**src/rtl/imem_fetch_ctrl.sv**
```systemverilog
// -----------------------------------------------------------------------------
// imem_fetch_ctrl
//   Instruction fetch sequencer for the single-cycle RV32I core. It owns the
//   PC, drives a combinational-read instruction memory (little-endian 4-byte
//   word, data valid in the same cycle as imem_req), and registers each
//   fetched word into a one-entry output stage that feeds decode.
//
//   Optional feature macro: IMEM_FETCH_PERF_EN adds the perf_fetch_cnt and
//   perf_stall_cnt outputs. Without it those ports and counters are absent.
//
// Ports:
//   clk, rst_n       clock (rising edge), synchronous active-low reset
//   fetch_en         1 = fetching permitted, 0 = pause (PC/output stage hold)
//   redirect_valid   branch/jump taken this cycle, target on redirect_pc
//   imem_req         memory read request (combinational from state)
//   imem_addr        memory byte address, always equal to the PC
//   imem_data        memory read data for imem_addr
//   inst_valid/ready output-stage handshake towards decode
//   inst_data/pc     fetched instruction word and its PC
//   fault            sticky fetch fault (misaligned or out-of-range PC)
//   fault_addr       offending PC
//   fsm_state        current FSM state (0 IDLE, 1 FETCH, 2 FAULT), debug
//   perf_fetch_cnt   (IMEM_FETCH_PERF_EN) cycles with imem_req=1
//   perf_stall_cnt   (IMEM_FETCH_PERF_EN) FETCH cycles stalled by decode
//
// Handshake: an instruction transfers to decode on every rising edge where
//   inst_valid=1 and inst_ready=1 and no redirect is asserted. Once inst_valid
//   is high, inst_data/inst_pc stay stable until that transfer happens; a
//   redirect flushes the held word instead of transferring it.
// -----------------------------------------------------------------------------
module imem_fetch_ctrl #(
  parameter int          ADDR_WIDTH = 7,
  parameter logic [31:0] RESET_PC   = 32'h0000_0000
) (
  input  logic        clk,
  input  logic        rst_n,
  input  logic        fetch_en,
  input  logic        redirect_valid,
  input  logic [31:0] redirect_pc,
  output logic        imem_req,
  output logic [31:0] imem_addr,
  input  logic [31:0] imem_data,
  output logic        inst_valid,
  input  logic        inst_ready,
  output logic [31:0] inst_data,
  output logic [31:0] inst_pc,
  output logic        fault,
  output logic [31:0] fault_addr,
  output logic [1:0]  fsm_state
`ifdef IMEM_FETCH_PERF_EN
  ,
  output logic [31:0] perf_fetch_cnt,
  output logic [31:0] perf_stall_cnt
`endif
);

  typedef enum logic [1:0] {
    IDLE  = 2'd0,
    FETCH = 2'd1,
    FAULT = 2'd2
  } state_t;

  // Highest legal word address: 2**ADDR_WIDTH - 4.
  localparam logic [31:0] PC_MAX = 32'((64'd1 << ADDR_WIDTH) - 64'd4);

  state_t      state;
  logic [31:0] pc;
  logic        pc_legal;
  logic        fetch_go;

  function automatic logic is_legal(input logic [31:0] a);
    return (a[1:0] == 2'b00) && (a <= PC_MAX);
  endfunction

  assign pc_legal = is_legal(pc);

  // A fetch is attempted when enabled and the output stage is empty or is
  // being emptied this cycle. Redirect is excluded where it is used.
  assign fetch_go = fetch_en && (!inst_valid || inst_ready);

  assign imem_req  = (state == FETCH) && !redirect_valid && fetch_go && pc_legal;
  assign imem_addr = pc;
  assign fsm_state = state;

  always_ff @(posedge clk) begin
    if (!rst_n) begin
      state      <= IDLE;
      pc         <= RESET_PC;
      inst_valid <= 1'b0;
      inst_data  <= 32'h0;
      inst_pc    <= 32'h0;
      fault      <= 1'b0;
      fault_addr <= 32'h0;
    end else begin
      // Default: a handshake with no new fetch empties the stage.
      if (inst_valid && inst_ready) begin
        inst_valid <= 1'b0;
      end

      if (redirect_valid) begin
        // Redirect flushes whatever is held, even if decode is accepting it.
        inst_valid <= 1'b0;
        pc         <= redirect_pc;
        if (is_legal(redirect_pc)) begin
          state <= FETCH;
          fault <= 1'b0;
        end else begin
          state      <= FAULT;
          fault      <= 1'b1;
          fault_addr <= redirect_pc;
        end
      end else begin
        case (state)
          IDLE: begin
            if (!pc_legal) begin
              state      <= FAULT;
              fault      <= 1'b1;
              fault_addr <= pc;
              inst_valid <= 1'b0;
            end else if (fetch_en) begin
              state <= FETCH;
            end
          end

          FETCH: begin
            if (fetch_go) begin
              if (pc_legal) begin
                inst_data  <= imem_data;
                inst_pc    <= pc;
                inst_valid <= 1'b1;
                pc         <= pc + 32'd4;
              end else begin
                // The fault is taken only once the held word has been
                // accepted (fetch_go), so the last legal word is delivered.
                state      <= FAULT;
                fault      <= 1'b1;
                fault_addr <= pc;
                inst_valid <= 1'b0;
              end
            end
          end

          FAULT: begin
            inst_valid <= 1'b0;
            fault      <= 1'b1;
          end

          default: begin
            state <= IDLE;
          end
        endcase
      end
    end
  end

`ifdef IMEM_FETCH_PERF_EN
  always_ff @(posedge clk) begin
    if (!rst_n) begin
      perf_fetch_cnt <= 32'h0;
      perf_stall_cnt <= 32'h0;
    end else begin
      if (imem_req) begin
        perf_fetch_cnt <= perf_fetch_cnt + 32'd1;
      end
      if ((state == FETCH) && inst_valid && !inst_ready) begin
        perf_stall_cnt <= perf_stall_cnt + 32'd1;
      end
    end
  end
`endif

endmodule

```
**config.mk**
```make
export PLATFORM = sky130hd
export DESIGN_NAME = imem_fetch_ctrl
export DESIGN_NICKNAME = d
export VERILOG_FILES = /design/src/rtl/imem_fetch_ctrl.sv
export SDC_FILE = /design/constraint.sdc
export NUM_CORES = 1
export LEC_CHECK = 0
export BUFFER_PORTS_ARGS = -buffer_cell sky130_fd_sc_hd__clkbuf_2
export CAP_MARGIN = 25
export CORE_MARGIN = 10
export CORE_UTILIZATION = 30
export DETAILED_ROUTE_END_ITERATION = 8
export HOLD_SLACK_MARGIN = 0.08
export SYNTH_ARGS = -nofsm -noshare
export SYNTH_HDL_FRONTEND = slang
export SYNTH_SLANG_ARGS = --single-unit
export TNS_END_PERCENT = 5
```
**constraint.sdc**
```tcl
create_clock -name clk -period 2.15 [get_ports clk]
set_input_delay 0.3225 -clock clk [delete_from_list [all_inputs] [get_ports clk]]
set_output_delay 0.3225 -clock clk [all_outputs]
set_load 0.005 [all_outputs]
```
==> impl_metrics.tcl <==
set metrics [dict create \
    cp_cell_sequence "nor4_2 -> nand4_1 -> or4_4 -> inv_4 -> clkbuf_8" \
    min_period_ns 2.323 \
    status "finished, violations left" \
    coreArea_mm2 0.01647 \
    final_max_slew_viol_count 0 \
    cp-end-kind "output pin" \
    dieArea_mm2 0.02221 \
    drt-total-wl_um 16560 \
    syn-num-nets 578 \
    startpoint_type "flip-flop" \
    rsz0062_at_grt "yes" \
    synth.most_common_cell "dfxtp_1" \
    worst_slew_pin_slew_ns 0.4693 \
    synth_top_area_share_pct 52.91 \
    first_pass_iters 5 \
    min_delay_path_depth 3 \
    ys.flop_type "dfxtp_1" \
    slowest_stage "or4_4" \
    clock_latency_ns 0.42 \
    core.rowCount 47 \
    synth_area_leaders "dfxtp_1 (53%), o221a_2 (6.3%), nand2_1 (6.0%)" \
    cts_buffers 17 \
    fp.dieW_um 149.0 \
    hold_buffers 0 \
    nets 797 \
    wl_per_cell_um 17.25 \
    ys.warnings.count 0 \
    wl_met1_um 6717 \
    synth-seq-cells 132 \
    antenna_found_initial 0 \
    synth_commonest_cells "dfxtp_1 (132), nand2_1 (80), a21oi_1 (39)" \
    drt_iter0_drc 243 \
    power_density_mw_per_mm2 912.3 \
    grt_pass1_vias 4554 \
    synth_cells 508 \
    slew_headroom_pct 68.47 \
    fin_skew_ns 0.008425 \
    io_buffers 201 \
    violations "negative setup slack" \
    cp-endpoint "imem_req" \
    clk_pin_slew_ns 0.06 \
    vias 4539 \
    drc 0 \
    io-pin-count 202 \
    die_h_um 149.0 \
    slowest_delay_ns 0.55 \
    syn-cell-area_mm2 0.004995 \
    h-tree-depth 4 \
    synth-edff-count 0 \
    maxCapViolCount 0 \
    reg2reg_depth 7 \
    arrival_ns 2.00 \
    syn_area_per_cell_um2 9.832 \
    layout-drive-gt1-share_pct 44.05 \
    clock.fmax_mhz 430.4 \
    grt_overflow 0 \
    cts.sinks 132 \
    crit_start "imem_addr[0]" \
    grt_pass1_wl_um 25490 \
    p_leak_nw 3.261 \
    postRouteAntennaNets 0 \
    tns_ns -0.1733 \
    p_total_mw 6.498 \
    crit_required_ns 1.83 \
    ir_worst_vdd_mv 0.5291 \
    start_util_pct 30.33 \
    grt_max_degree 38 \
    insertedDiodeCount 0 \
    cts-root-buf "clkbuf_16" \
    ys_seq_area_share_pct 52.91 \
    top_layer "met4" \
    synth_top_area_cell "dfxtp_1" \
    final-setup-viol-count 1 \
    dr_wl_met3_um 1236 \
    place_worst_setup_slack_ns 0.03224 \
    gp_congestion 0.8356 \
    area_growth_pct 42.61 \
    hpwl_um 12370 \
    reg2reg_to "inst_data[22]" \
    timing.final.crit_share_pct 108.1 \
    setup_slack_ns -0.1733 \
    synthArstFlopShare_pct 0 \
    hold_viol_final 0 \
    min_path_type "input pin to flip-flop" \
    worstSetupPathType "flip-flop to output pin" \
    yosysUniqueCellTypes 44 \
    r2r-start "imem_addr[0]" \
    routed-wl-met2_um 8093 \
    r2r_setup_slack_ns 0.10 \
    crit_fanout 3 \
    tritoncts "yes" \
    track_usage_pct 14.54 \
    cts.path.max_buffers 2 \
    routed_via_density 4.728 \
]
## worst max-delay path: cells and delay by family, from the launching register on
| kind | cells | cell delay, ns |
|---|---|---|
| AND/OR/NAND/NOR | 3 | 1.05 |
| flip-flops | 1 | 0.34 |
| buffers and inverters | 2 | 0.19 |
## per-stage QoR
step	utilization (%)	area, µm²	cells	hold slack, ns
floorplan	-	4995	508	0.4482
global placement	38.59	6355	923	0.4419
detailed placement	38.59	6355	923	0.4460
CTS	43.03	7086	960	0.1080
global route	43.26	7123	960	0.1084
finish	43.26	7123	960	0.1206
## final cells by class
type	instances	area, µm²
clock buffers	20	446.7
fillers	1665	9343
repair buffers	237	1334
inverters	7	28.78
well taps	220	275.3
multi-input cells	332	2186
flip-flops and latches	132	2651
clock inverters	12	201.4
## cell families (layout without fill, tap and decap cells)
group           Yosys count  after routing  share of synthesized area, %
simple gates            177            177                         17.56
flops                   132            132                         52.91
compound gates          127            127                         19.44
buf+inv                  44            276                         4.434
mux                      23             23                         4.709
xor+xnor                  4              4                        0.7013
fa+ha+maj                 1              1                        0.2505
## registers in the layout (all words and copies together) (netlist names)
register,count
fault,1
fsm_state,2
inst_valid,1
inst_pc,32
inst_data,32
imem_addr,32
fault_addr,32
## how the worst min path moves through the flow
stage,startpoint,endpoint,slack (ns)
floorplan,redirect_pc[13],imem_addr[13],0.45
global placement,inst_data[18],inst_data[18],0.44
detailed placement,inst_data[21],inst_data[21],0.45
CTS,imem_data[2],inst_data[2],0.11
global route,imem_data[2],inst_data[2],0.11
finish,imem_data[7],inst_data[7],0.12
## power by group
group / internal (mW) / switching (mW) / leakage, nW
registers: 2.55 / 0.0890 / 1.08
clock network: 2.09 / 1.11 / 0.311
logic: 0.331 / 0.325 / 1.87
total: 4.98 / 1.52 / 3.26
## what timing repair did
action | 4_1_cts | 5_1_grt
gates resized for setup | 10 | 8
buffers inserted | 5 | 0
endpoints found under the setup margin | 1 | 93
pin swaps | 7 | 0
## cells in the final DEF (no fill, tap or decap), drive strengths merged, types with 2 or more instances in the layout
cell,count
clkbuf,221
dfxtp,132
nand2,80
a21oi,46
buf,36
o221a,28
o21a,28
and3,28
nor2,26
mux2i,19
nor4,15
a22o,8
o21ai,8
inv,8
nand2b,7
bufinv,5
nand3,5
and2,4
mux2,4
xnor2,4
clkinv,4
nor3,3
nand4,3
o31ai,2
a32oi,2
a211oi,2
nor4b,2
clkinvlp,2
## routing by layer
layer	up-vias	GRT usage [%]
met3	34	5.886
met2	138	24.07
met1	2112	15.95
met5	-	0
li1	2255	-
met4	0	6.820
Power figures use the tool's default switching activity.
